## config.mk

```make
export PLATFORM = sky130hd
export DESIGN_NAME = time_param_programmer
export DESIGN_NICKNAME = d
export VERILOG_FILES = /design/src/rtl/anti_theft_pkg.sv /design/src/rtl/uart_rx_core.sv /design/src/rtl/time_param_programmer.sv
export SDC_FILE = /design/constraint.sdc
export NUM_CORES = 1
export LEC_CHECK = 0
export CORE_UTILIZATION = 55
export CTS_BUF_LIST = sky130_fd_sc_hd__clkbuf_8
export CTS_CLUSTER_SIZE = 10
export DETAILED_ROUTE_END_ITERATION = 16
export PLACE_DENSITY = 0.78
export SETUP_SLACK_MARGIN = 0.02
export SYNTH_ARGS = -nofsm -noshare
export SYNTH_HDL_FRONTEND = slang
export SYNTH_SLANG_ARGS = --single-unit
```

## constraint.sdc

```tcl
create_clock -name clock -period 2 [get_ports clock]
set_input_delay 0.3 -clock clock [delete_from_list [all_inputs] [get_ports clock]]
set_output_delay 0.3 -clock clock [all_outputs]
set_load 0.02 [all_outputs]
```

## src/rtl/anti_theft_pkg.sv

```systemverilog
// Shared definitions for the anti-theft time-parameter programming path:
// FSM state encoding, the command tag and the time-parameter table indices.
package anti_theft_pkg;

  typedef enum logic [2:0] {
    ST_IDLE  = 3'd0,
    ST_START = 3'd1,
    ST_DATA  = 3'd2,
    ST_STOP  = 3'd3,
    ST_APPLY = 3'd4,
    ST_HOLD  = 3'd5
  } state_t;

  // Upper two bits of every valid service-port command byte.
  localparam logic [1:0] CMD_TAG = 2'b10;

  // Table indices, same encoding as the time-parameter table's select input.
  localparam logic [1:0] PARAM_ARM_DELAY       = 2'b00;
  localparam logic [1:0] PARAM_DRIVER_DELAY    = 2'b01;
  localparam logic [1:0] PARAM_PASSENGER_DELAY = 2'b10;
  localparam logic [1:0] PARAM_ALARM_ON        = 2'b11;

endpackage

```

## src/rtl/uart_rx_core.sv

```systemverilog
// 8N1 receiver: 2-flop synchroniser, start/data/stop sampling, and
// single-cycle byte_valid / frame_err strobes on the stop-bit sample cycle.
module uart_rx_core
  import anti_theft_pkg::*;
#(
  parameter int CLKS_PER_BIT = 100
) (
  input  logic       clock,
  input  logic       reset,
  input  logic       rx,
  input  logic       enable,
  output logic [7:0] rx_byte,
  output logic       byte_valid,
  output logic       frame_err,
  output state_t     state
);

  localparam int CW = $clog2(CLKS_PER_BIT);
  localparam logic [CW-1:0] BIT_LAST  = CW'(CLKS_PER_BIT - 1);
  localparam logic [CW-1:0] HALF_LAST = CW'(CLKS_PER_BIT / 2 - 1);
  localparam logic [CW-1:0] CNT_ONE   = CW'(1);

  logic          sync1;
  logic          rx_s;
  logic          rx_s_d;
  logic [CW-1:0] baud_cnt;
  logic [2:0]    bit_idx;
  logic [7:0]    shift;
  logic          stop_sample;

  assign stop_sample = (state == ST_STOP) && (baud_cnt == BIT_LAST);
  assign byte_valid  = stop_sample && rx_s;
  assign frame_err   = stop_sample && !rx_s;
  assign rx_byte     = shift;

  always_ff @(posedge clock or negedge reset) begin
    if (!reset) begin
      sync1    <= 1'b1;
      rx_s     <= 1'b1;
      rx_s_d   <= 1'b1;
      state    <= ST_IDLE;
      baud_cnt <= '0;
      bit_idx  <= '0;
      shift    <= '0;
    end else begin
      sync1  <= rx;
      rx_s   <= sync1;
      rx_s_d <= rx_s;
      case (state)
        // Edges are only looked for while the wrapper is idle.
        ST_IDLE: begin
          if (enable && rx_s_d && !rx_s) begin
            state    <= ST_START;
            baud_cnt <= '0;
          end
        end
        ST_START: begin
          if (baud_cnt == HALF_LAST) begin
            baud_cnt <= '0;
            bit_idx  <= '0;
            state    <= rx_s ? ST_IDLE : ST_DATA;
          end else begin
            baud_cnt <= baud_cnt + CNT_ONE;
          end
        end
        ST_DATA: begin
          if (baud_cnt == BIT_LAST) begin
            baud_cnt <= '0;
            shift    <= {rx_s, shift[7:1]};
            bit_idx  <= bit_idx + 3'd1;
            if (bit_idx == 3'd7) state <= ST_STOP;
          end else begin
            baud_cnt <= baud_cnt + CNT_ONE;
          end
        end
        ST_STOP: begin
          if (baud_cnt == BIT_LAST) begin
            baud_cnt <= '0;
            state    <= ST_IDLE;
          end else begin
            baud_cnt <= baud_cnt + CNT_ONE;
          end
        end
        default: state <= ST_IDLE;
      endcase
    end
  end

endmodule

```

## src/rtl/time_param_programmer.sv

```systemverilog
// Service-port writer for the time-parameter table: decodes received UART
// bytes into sel/value writes and a reprogram strobe of PULSE_CYCLES cycles.
module time_param_programmer
  import anti_theft_pkg::*;
#(
  parameter int CLKS_PER_BIT = 100,
  parameter int PULSE_CYCLES = 1
) (
  input  logic       clock,
  input  logic       reset,
  input  logic       rx,
  output logic [1:0] time_param_sel,
  output logic [3:0] time_value,
  output logic       reprogram,
  output logic       busy,
  output logic       cmd_ok,
  output logic       cmd_error,
  output state_t     dbg_state
);

  localparam int HW = $clog2(PULSE_CYCLES + 1);
  localparam logic [HW-1:0] HOLD_LAST = HW'(PULSE_CYCLES - 1);
  localparam logic [HW-1:0] HOLD_ONE  = HW'(1);

  state_t        wr_state;
  state_t        rx_state;
  logic [7:0]    rx_byte;
  logic          byte_valid;
  logic          frame_err;
  logic          rx_enable;
  logic [HW-1:0] hold_cnt;

  assign rx_enable = (wr_state == ST_IDLE);
  assign busy      = (wr_state != ST_IDLE) || (rx_state != ST_IDLE);
  assign dbg_state = (wr_state != ST_IDLE) ? wr_state : rx_state;

  uart_rx_core #(
    .CLKS_PER_BIT(CLKS_PER_BIT)
  ) u_rx (
    .clock      (clock),
    .reset      (reset),
    .rx         (rx),
    .enable     (rx_enable),
    .rx_byte    (rx_byte),
    .byte_valid (byte_valid),
    .frame_err  (frame_err),
    .state      (rx_state)
  );

  // sel/value are registered on the APPLY edge, so they are settled by the
  // first cycle reprogram is seen high.
  always_ff @(posedge clock or negedge reset) begin
    if (!reset) begin
      wr_state       <= ST_IDLE;
      hold_cnt       <= '0;
      time_param_sel <= '0;
      time_value     <= '0;
      reprogram      <= 1'b0;
      cmd_ok         <= 1'b0;
      cmd_error      <= 1'b0;
    end else begin
      cmd_ok    <= 1'b0;
      cmd_error <= 1'b0;
      case (wr_state)
        ST_IDLE: begin
          if (byte_valid)     wr_state  <= ST_APPLY;
          else if (frame_err) cmd_error <= 1'b1;
        end
        ST_APPLY: begin
          if (rx_byte[7:6] == CMD_TAG) begin
            time_param_sel <= rx_byte[5:4];
            time_value     <= rx_byte[3:0];
            reprogram      <= 1'b1;
            cmd_ok         <= 1'b1;
            hold_cnt       <= '0;
            wr_state       <= ST_HOLD;
          end else begin
            cmd_error <= 1'b1;
            wr_state  <= ST_IDLE;
          end
        end
        ST_HOLD: begin
          if (hold_cnt == HOLD_LAST) begin
            reprogram <= 1'b0;
            wr_state  <= ST_IDLE;
          end else begin
            hold_cnt <= hold_cnt + HOLD_ONE;
          end
        end
        default: wr_state <= ST_IDLE;
      endcase
    end
  end

endmodule

```

==> results.rst, run 1 <==
.. list-table::
   :header-rows: 1

   * - Metric
     - Value
   * - Number of global-route vias before repair
     - 1014
   * - Via total after detailed routing
     - between 1000 and 1500
   * - Net switching component of the power
     - 653 uW
   * - Pin count of the biggest net entering global routing
     - 35
   * - Count of final setup violators
     - 0
   * - CTS Root Buffer Type
     - sky130_fd_sc_hd__clkbuf_8
   * - Final standard cell count with taps included and fillers excluded
     - 181
   * - Pleak
     - 0.888 nW
   * - Number of synthesized register bits
     - 34
   * - Sequential cell fraction of total power
     - between 40% and 50%
   * - Async SR Flop Fraction
     - 100%
   * - Final-stage net count
     - ~160
   * - Data required, critical path
     - 1.70 ns
   * - Antenna diode count
     - 0
   * - Worst vdd rail ir drop
     - 1.11 mV
   * - Number of buffers created by CTS
     - 5
   * - Kind of path behind the tightest hold check
     - flop to flop
   * - Slowest cell on the critical path
     - sky130_fd_sc_hd__clkdlybuf4s50_1
   * - Slew @ Worst Pin
     - ~0.45 ns
   * - Vias per cell
     - around 5.8
   * - Area enclosed by the die boundary
     - between 3000 and 4000 um^2
   * - Post-Route WL
     - between 2 and 3 mm
   * - Switching power as a share of total power
     - 31.4%
   * - Total number of clock tree sinks
     - 34
   * - Core ar.
     - 2570 um^2
   * - Gate power share
     - around a quarter
   * - GR Util met1
     - between 30% and 40%
   * - Cell variety after synth
     - 42
   * - Count of flip-flops with a built-in enable after synthesis
     - 0
   * - R2r worst-path depth
     - 5
   * - Wire length of the first global-routing pass
     - around 4.8 mm
   * - Placed Instance Area
     - roughly 1800 um^2
   * - Biggest area contributors in the synthesized netlist
     - sky130_fd_sc_hd__dfrtp_1 (50%), sky130_fd_sc_hd__mux2_1 (5.9%), sky130_fd_sc_hd__dfstp_2 (5.1%)
   * - Drt first-iter violations
     - 26
   * - Source of the worst hold timing path
     - u_rx.sync1
   * - Wire length per cell
     - between 15 and 20 um
   * - Mapped Avg Cell Area
     - approximately 12 um^2
   * - Cells along the critical path
     - inv_1 -> a21o_2 -> clkdlybuf4s50_1
   * - Synthesis Warnings
     - 0
   * - Area of combinational cells with multiple inputs
     - 648 um^2
   * - Area growth from synthesis to layout
     - 21.2%
   * - Maximum operating frequency
     - roughly 520 MHz
   * - Clock latency on the worst-skew pair
     - a little under 0.3 ns
   * - Number of cell rows
     - 18
   * - Layer with the highest usage
     - met2
   * - Final core occ
     - 72.7%
   * - Number of max-cap violations
     - 0
   * - Post-route ant nets
     - 0
   * - Deepest level of the CTS H-tree
     - 2
   * - Overall fraction of global-route tracks in use
     - 23.8%
   * - Setup repair after global routing missed its margin
     - no
   * - Fin. max-slew vios
     - 0
   * - Global route overflow
     - 0
   * - Effective utilization at floorplan
     - between 50% and 60%
   * - Fill cells
     - approximately 190
   * - Largest driver fanout on the critical path
     - 6
   * - GP Congestion
     - 0.783
   * - Antenna violations before repair
     - 0
   * - Sequential cell area fraction in the yosys report
     - a little under three fifths
   * - Slowest Stage Delay on Critical Path
     - 0.59 ns
   * - Fraction of the cycle the final worst path needs
     - between 90% and 100%
   * - Hold violation total from the final report
     - 0
   * - Die Y-Extent
     - ~55 um
   * - Cell count after placement
     - 174
   * - Final critical path time including I/O delays and setup
     - around 1.9 ns
   * - Internal power component
     - around 1.4 mW
   * - Crit Reg-Reg Endpoint
     - u_rx.bit_idx[0]
   * - Number of remaining DRC errors
     - 0
   * - Worst hold stages
     - 0
   * - Cell area after layout
     - 1870 um^2
   * - Category of the critical setup timing path
     - flop to output port
   * - Global-route track usage on met3
     - about 8%
   * - Count of hold-fix buffers inserted at cts
     - 0
   * - Power Dens Cells
     - approximately 1100 nW/um^2
   * - Largest buffer count on any clock path
     - 2
   * - Top-level I/O count
     - 16
   * - FF+latch area
     - 856 um^2
   * - Worst reg2reg path startpoint
     - u_rx.baud_cnt[0]
   * - Startpoint type of the worst setup path
     - flop
   * - Combined area of all synthesized cells
     - approximately 1500 um^2
   * - Library cell with the largest summed area after synthesis
     - sky130_fd_sc_hd__dfrtp_1
   * - Share of the synthesized area in the top cell type
     - around half
   * - Ys flop type
     - sky130_fd_sc_hd__dfrtp_1
   * - Clock tree from TritonCTS
     - done
   * - Input/output buffers
     - 15
   * - DPL Wire Length
     - a little under 2 mm
   * - Worst path arrival time
     - 1.61 ns
   * - Global Route met2 Usage
     - between 30% and 40%
   * - Run status
     - finished, final reports clean
   * - Fraction of power consumed by the clock network
     - between 30% and 40%
   * - Critical path endpoint category
     - output port
   * - Fin Setup TNS
     - 0 ns
   * - Mapped Cells
     - 127
   * - Detailed-router iteration count before antenna repair
     - 4
   * - Clock transition at path regs
     - around 0.070 ns
   * - Die width
     - ~55 um
   * - Capture endpoint of the worst hold path
     - u_rx.rx_s
   * - Worst slew slack as a fraction of its limit
     - about 70%
   * - Synthesized netlist net count
     - about 130
   * - Layout Skew
     - ~0.0067 ns
   * - Setup slack of the worst register-to-register path
     - ~0.15 ns
   * - Fraction of final layout cells sized beyond drive strength 1
     - between 20% and 30%
per-stage QoR:
| stage | hold WS, ns | power, mW | worst slack (ns) |
|---|---|---|---|
| floorplan | 0.00441 | 1.23 | 0.378 |
| global placement | 0.350 | 1.42 | 0.157 |
| detailed placement | 0.347 | 1.45 | 0.0106 |
| CTS | 0.363 | 2.09 | 0.0166 |
| global route | 0.367 | 2.19 | 0.0202 |
| finish | 0.363 | 2.08 | 0.0902 |
cells by family after synthesis:
family | synth area share, %
flip-flops | 55.5
multiplexers | 11.0
adder cells (fa/ha/maj) | 3.25
AO/OA/AOI/OAI | 12.0
buffers and inverters | 2.60
AND/OR/NAND/NOR | 15.7
placed cells by master (no fill, tap or decap), drive strengths merged, types with 2 or more instances in the layout:
cell type and instances:
buf 6, nor2 4, and2 2, dfrtp 31, a21oi 3, and3b 2, inv 5, nand2b 2
o21ai 4, nand3 3, nand2 12, ha 4, o21a 2, dlygate4sd2 2, nor2b 3, clkbuf 6
nor3 6, and4b 2, o22ai 3, mux2 15, clkdlybuf4s50 13, a21o 3, dfstp 3
sequential cells by signal (all words and copies together) (netlist names):
register / cells
u_rx.rx_byte: 8
u_rx.baud_cnt: 7
time_value: 4
u_rx.bit_idx: 3
time_param_sel: 2
u_rx.state: 2
wr_state: 2
cmd_error: 1
cmd_ok: 1
reprogram: 1
u_rx.rx_s: 1
u_rx.rx_s_d: 1
u_rx.sync1: 1
power by group through the flow:
stage	registers [mW]	clock network, mW	logic (mW)
floorplan	0.853	0	0.381
global placement	0.887	0	0.530
detailed placement	0.895	0	0.559
CTS	0.884	0.653	0.553
global route	0.906	0.675	0.613
finish	0.889	0.640	0.551
timing repair:
item	in CTS	in global routing
endpoints found under the setup margin	3	2
resized for setup	4	1
setup buffers	0	0
critical path, delay by kind of cell, from the launching register on:
kind | cells | cell delay (ns)
AOI/OAI and AO/OA | 1 | 0.14
buffers and inverters | 2 | 0.74
DFF | 1 | 0.44
worst max path at each step:
stage | from | endpoint | slack [ns] | cells after the start
after global routing | u_rx.baud_cnt[0] | u_rx.bit_idx[0] | 0.02 | 5
after floorplan | u_rx.baud_cnt[0] | u_rx.rx_byte[0] | 0.38 | 5
final | wr_state[2] | dbg_state[0] | 0.09 | 3
after CTS | u_rx.state[0] | dbg_state[0] | 0.02 | 2
after detailed placement | u_rx.baud_cnt[0] | u_rx.bit_idx[0] | 0.01 | 5
after global placement | u_rx.baud_cnt[0] | u_rx.bit_idx[0] | 0.16 | 5
synth_stat cells (2+ instances only):
master	count
sky130_fd_sc_hd__nand2b_1	2
sky130_fd_sc_hd__ha_1	4
sky130_fd_sc_hd__nor3_1	5
sky130_fd_sc_hd__o22ai_1	3
sky130_fd_sc_hd__a21oi_1	3
sky130_fd_sc_hd__inv_1	4
sky130_fd_sc_hd__nand3_1	3
sky130_fd_sc_hd__o21ai_0	4
sky130_fd_sc_hd__nand2_1	12
sky130_fd_sc_hd__nor2_1	3
sky130_fd_sc_hd__dfstp_2	3
sky130_fd_sc_hd__dfrtp_1	31
sky130_fd_sc_hd__mux2_2	7
sky130_fd_sc_hd__a21o_1	2
sky130_fd_sc_hd__o21a_1	2
sky130_fd_sc_hd__and4b_1	2
sky130_fd_sc_hd__mux2_1	8
sky130_fd_sc_hd__and2_1	2
sky130_fd_sc_hd__nor2b_1	3
sky130_fd_sc_hd__and3b_1	2
layout make-up:
class	instances	share of cell area, %
tap	30	2.01
inverter	5	1.01
clock buffer	6	4.43
clock inverter	1	1.61
timing repair buffer	21	10.3
multi-input combinational	84	34.7
sequential	34	45.9
per-layer routing:
| metal | share of wire [%] | up-vias |
|---|---|---|
| met5 | 0 | - |
| met4 | 1.7 | 0 |
| met3 | 6.4 | 7 |
| met2 | 45 | 37 |
| met1 | 47 | 493 |
| li1 | - | 504 |
(Power assumes the default switching activity.)
==> run 2, diff against run 1 <==
CORE_UTILIZATION = 58   (was 55)
PLACE_DENSITY = 0.81   (was 0.78)
==> run 2 against run 1 <==
Combinational power fell by 10%. Sequential share of layout area up 1.1 points. Non-clock buffer count shrank 3. Via count is 1.2% lower. Critical endpoint unchanged. Largest power group unchanged. Highest routed layer unchanged.
==> results.rst, run 2 (synthesis gave the netlist of run 1 again) <==
.. list-table::
   :header-rows: 1

   * - Metric
     - Value
   * - Run status
     - finished, final reports clean
   * - Fin. max-slew vios
     - 0
   * - Worst reg2reg path startpoint
     - u_rx.baud_cnt[0]
   * - Clock latency on the worst-skew pair
     - between 0.2 and 0.3 ns
   * - Commonest cells after routing, fill and taps aside
     - sky130_fd_sc_hd__dfrtp_1 (30), sky130_fd_sc_hd__clkdlybuf4s50_1 (14), sky130_fd_sc_hd__nand2_1 (12)
   * - GP Congestion
     - between 0.7 and 0.8
   * - Largest register FFs
     - 8
   * - Worst Setup Slack, final
     - 0.0820 ns
   * - Hold violation total from the final report
     - 0
   * - Most common cell after layout, fill and taps aside
     - sky130_fd_sc_hd__dfrtp_1
   * - Core ar.
     - 2500 um^2
   * - Post-route ant nets
     - 0
   * - Crit Reg-Reg Endpoint
     - u_rx.bit_idx[0]
   * - Number of remaining DRC errors
     - 0
   * - Worst slack after detailed placement
     - around 0.036 ns
   * - Wire length of the first global-routing pass
     - ~4.2 mm
   * - Number of cell rows
     - 18
   * - Input/output buffers
     - 15
   * - Post-Route WL
     - between 2 and 3 mm
   * - Number of global-route vias before repair
     - 1000
   * - Startpoint type of the worst setup path
     - flop
   * - Area growth from synthesis to layout
     - 18.5%
   * - Final critical path time including I/O delays and setup
     - between 1.5 and 2 ns
   * - Count of final setup violators
     - 0
   * - Layout Skew
     - between 0.0015 and 0.002 ns
   * - Top-level I/O count
     - 16
   * - Vias per cell
     - 5.75
   * - Area enclosed by the die boundary
     - 2860 um^2
   * - Largest driver fanout on the critical path
     - 6
   * - Fill cells
     - 185
   * - Fin Setup TNS
     - 0 ns
   * - Clock tree from TritonCTS
     - done
   * - Total number of clock tree sinks
     - 34
   * - Deepest level of the CTS H-tree
     - 2
   * - Number of buffers created by CTS
     - 5
   * - Fraction of final layout cells sized beyond drive strength 1
     - 19.5%
   * - Capture endpoint of the worst hold path
     - u_rx.rx_s
   * - Cells along the critical path
     - inv_1 -> a21o_2 -> clkdlybuf4s50_1
   * - Die width
     - approximately 54 um
   * - Setup repair after global routing missed its margin
     - no
   * - Detailed-router iteration count before antenna repair
     - 4
   * - Dominant delay contributor by cell family on the critical path
     - buffers and inverters
   * - Setup slack of the worst register-to-register path
     - ~0.20 ns
   * - Slew @ Worst Pin
     - between 0.4 and 0.5 ns
   * - DPL Wire Length
     - about 1.9 mm
   * - Worst slew slack as a fraction of its limit
     - between 70% and 80%
   * - Number of max-cap violations
     - 0
   * - Kind of path behind the tightest hold check
     - flop to flop
   * - R2r worst-path depth
     - 5
   * - Data required, critical path
     - 1.70 ns
   * - Drt first-iter violations
     - 12
   * - Die Y-Extent
     - ~54 um
   * - CTS Root Buffer Type
     - sky130_fd_sc_hd__clkbuf_8
   * - Power Dens Cells
     - 1040 nW/um^2
   * - Antenna diode count
     - 0
   * - Pleak
     - 0.870 nW
   * - Slowest Stage Delay on Critical Path
     - between 0.5 and 0.6 ns
   * - Setup bufs post-CTS
     - 0
   * - Pin count of the biggest net entering global routing
     - 35
   * - Quantity of gates resized following cts
     - 2
   * - Largest buffer count on any clock path
     - 2
   * - Global route overflow
     - 0
   * - Worst vdd rail ir drop
     - 0.801 mV
   * - Critical path endpoint category
     - output port
   * - Wire length per cell
     - 14.8 um
   * - Fraction of the cycle the final worst path needs
     - between 90% and 100%
   * - Worst path arrival time
     - about 1.6 ns
   * - Count of hold-fix buffers inserted at cts
     - 0
   * - Effective utilization at floorplan
     - 61.6%
   * - Maximum operating frequency
     - between 500 and 600 MHz
   * - Worst hold stages
     - 0
   * - Antenna violations before repair
     - 0
   * - Category of the critical setup timing path
     - flop to output port
   * - Pwr Total
     - around 1.9 mW
   * - Via total after detailed routing
     - between 1000 and 1500
   * - Overall fraction of global-route tracks in use
     - a little over a fifth
   * - Buffer and inverter count on the worst path
     - 2
   * - Final-stage net count
     - between 150 and 200
   * - Source of the worst hold timing path
     - u_rx.sync1
   * - Clock transition at path regs
     - roughly 0.070 ns
   * - Slowest cell on the critical path
     - sky130_fd_sc_hd__clkdlybuf4s50_1
==> run 2: area by class of cell <==
type                            count  area [um^2]  share of cell area, %
Clock buffer                        6         82.6                   4.53
Tap cell                           30         37.5                   2.06
Inverter                            5         18.8                   1.03
Clock inverter                      2         8.76                  0.480
Sequential cell                    34          856                   46.9
Timing Repair Buffer               18          171                   9.40
Multi-Input combinational cell     84          648                   35.6
==> run 2: how the worst max path moves through the flow <==
stage	from	to	slack (ns)	cells after the start
after detailed placement	u_rx.baud_cnt[0]	u_rx.bit_idx[0]	0.04	5
after floorplan	u_rx.baud_cnt[0]	u_rx.rx_byte[0]	0.38	5
final	wr_state[2]	dbg_state[0]	0.08	3
after global routing	u_rx.state[0]	busy	0.04	3
after CTS	u_rx.state[0]	busy	0.03	3
after global placement	u_rx.baud_cnt[0]	u_rx.bit_idx[0]	0.14	5
==> run 2: metal layers <==
metal / routed length [um] / vias to the layer above / track usage (%)
met5: 0 / - / 0
met4: 48 / 0 / 9.21
met3: 101 / 5 / 7.76
met2: 1340 / 20 / 38.1
met1: 1170 / 505 / 23.1
li1: - / 499 / -
==> run 2: stage by stage <==
stage | cell area, um^2 | std cells | util [%] | hold WS [ns]
floorplan | 1540 | 127 | - | 0.00441
global placement | 1730 | 171 | 69.1 | 0.348
detailed placement | 1730 | 171 | 69.1 | 0.349
CTS | 1820 | 179 | 72.8 | 0.359
global route | 1820 | 179 | 72.9 | 0.360
finish | 1820 | 179 | 72.9 | 0.358
==> run 2: worst reg2reg max path, stage by stage (launching register included) <==
cell                      delay (ns)
sky130_fd_sc_hd__dfrtp_1        0.42
sky130_fd_sc_hd__ha_1           0.22
sky130_fd_sc_hd__and3b_1        0.23
sky130_fd_sc_hd__and4b_2        0.41
sky130_fd_sc_hd__a41oi_1        0.12
sky130_fd_sc_hd__mux2_2         0.30
==> run 2: power by group <==
group / internal, mW / total (mW) / switching, mW
clock: 0.272 / 0.509 / 0.237
combinational: 0.228 / 0.494 / 0.267
sequential: 0.774 / 0.898 / 0.124
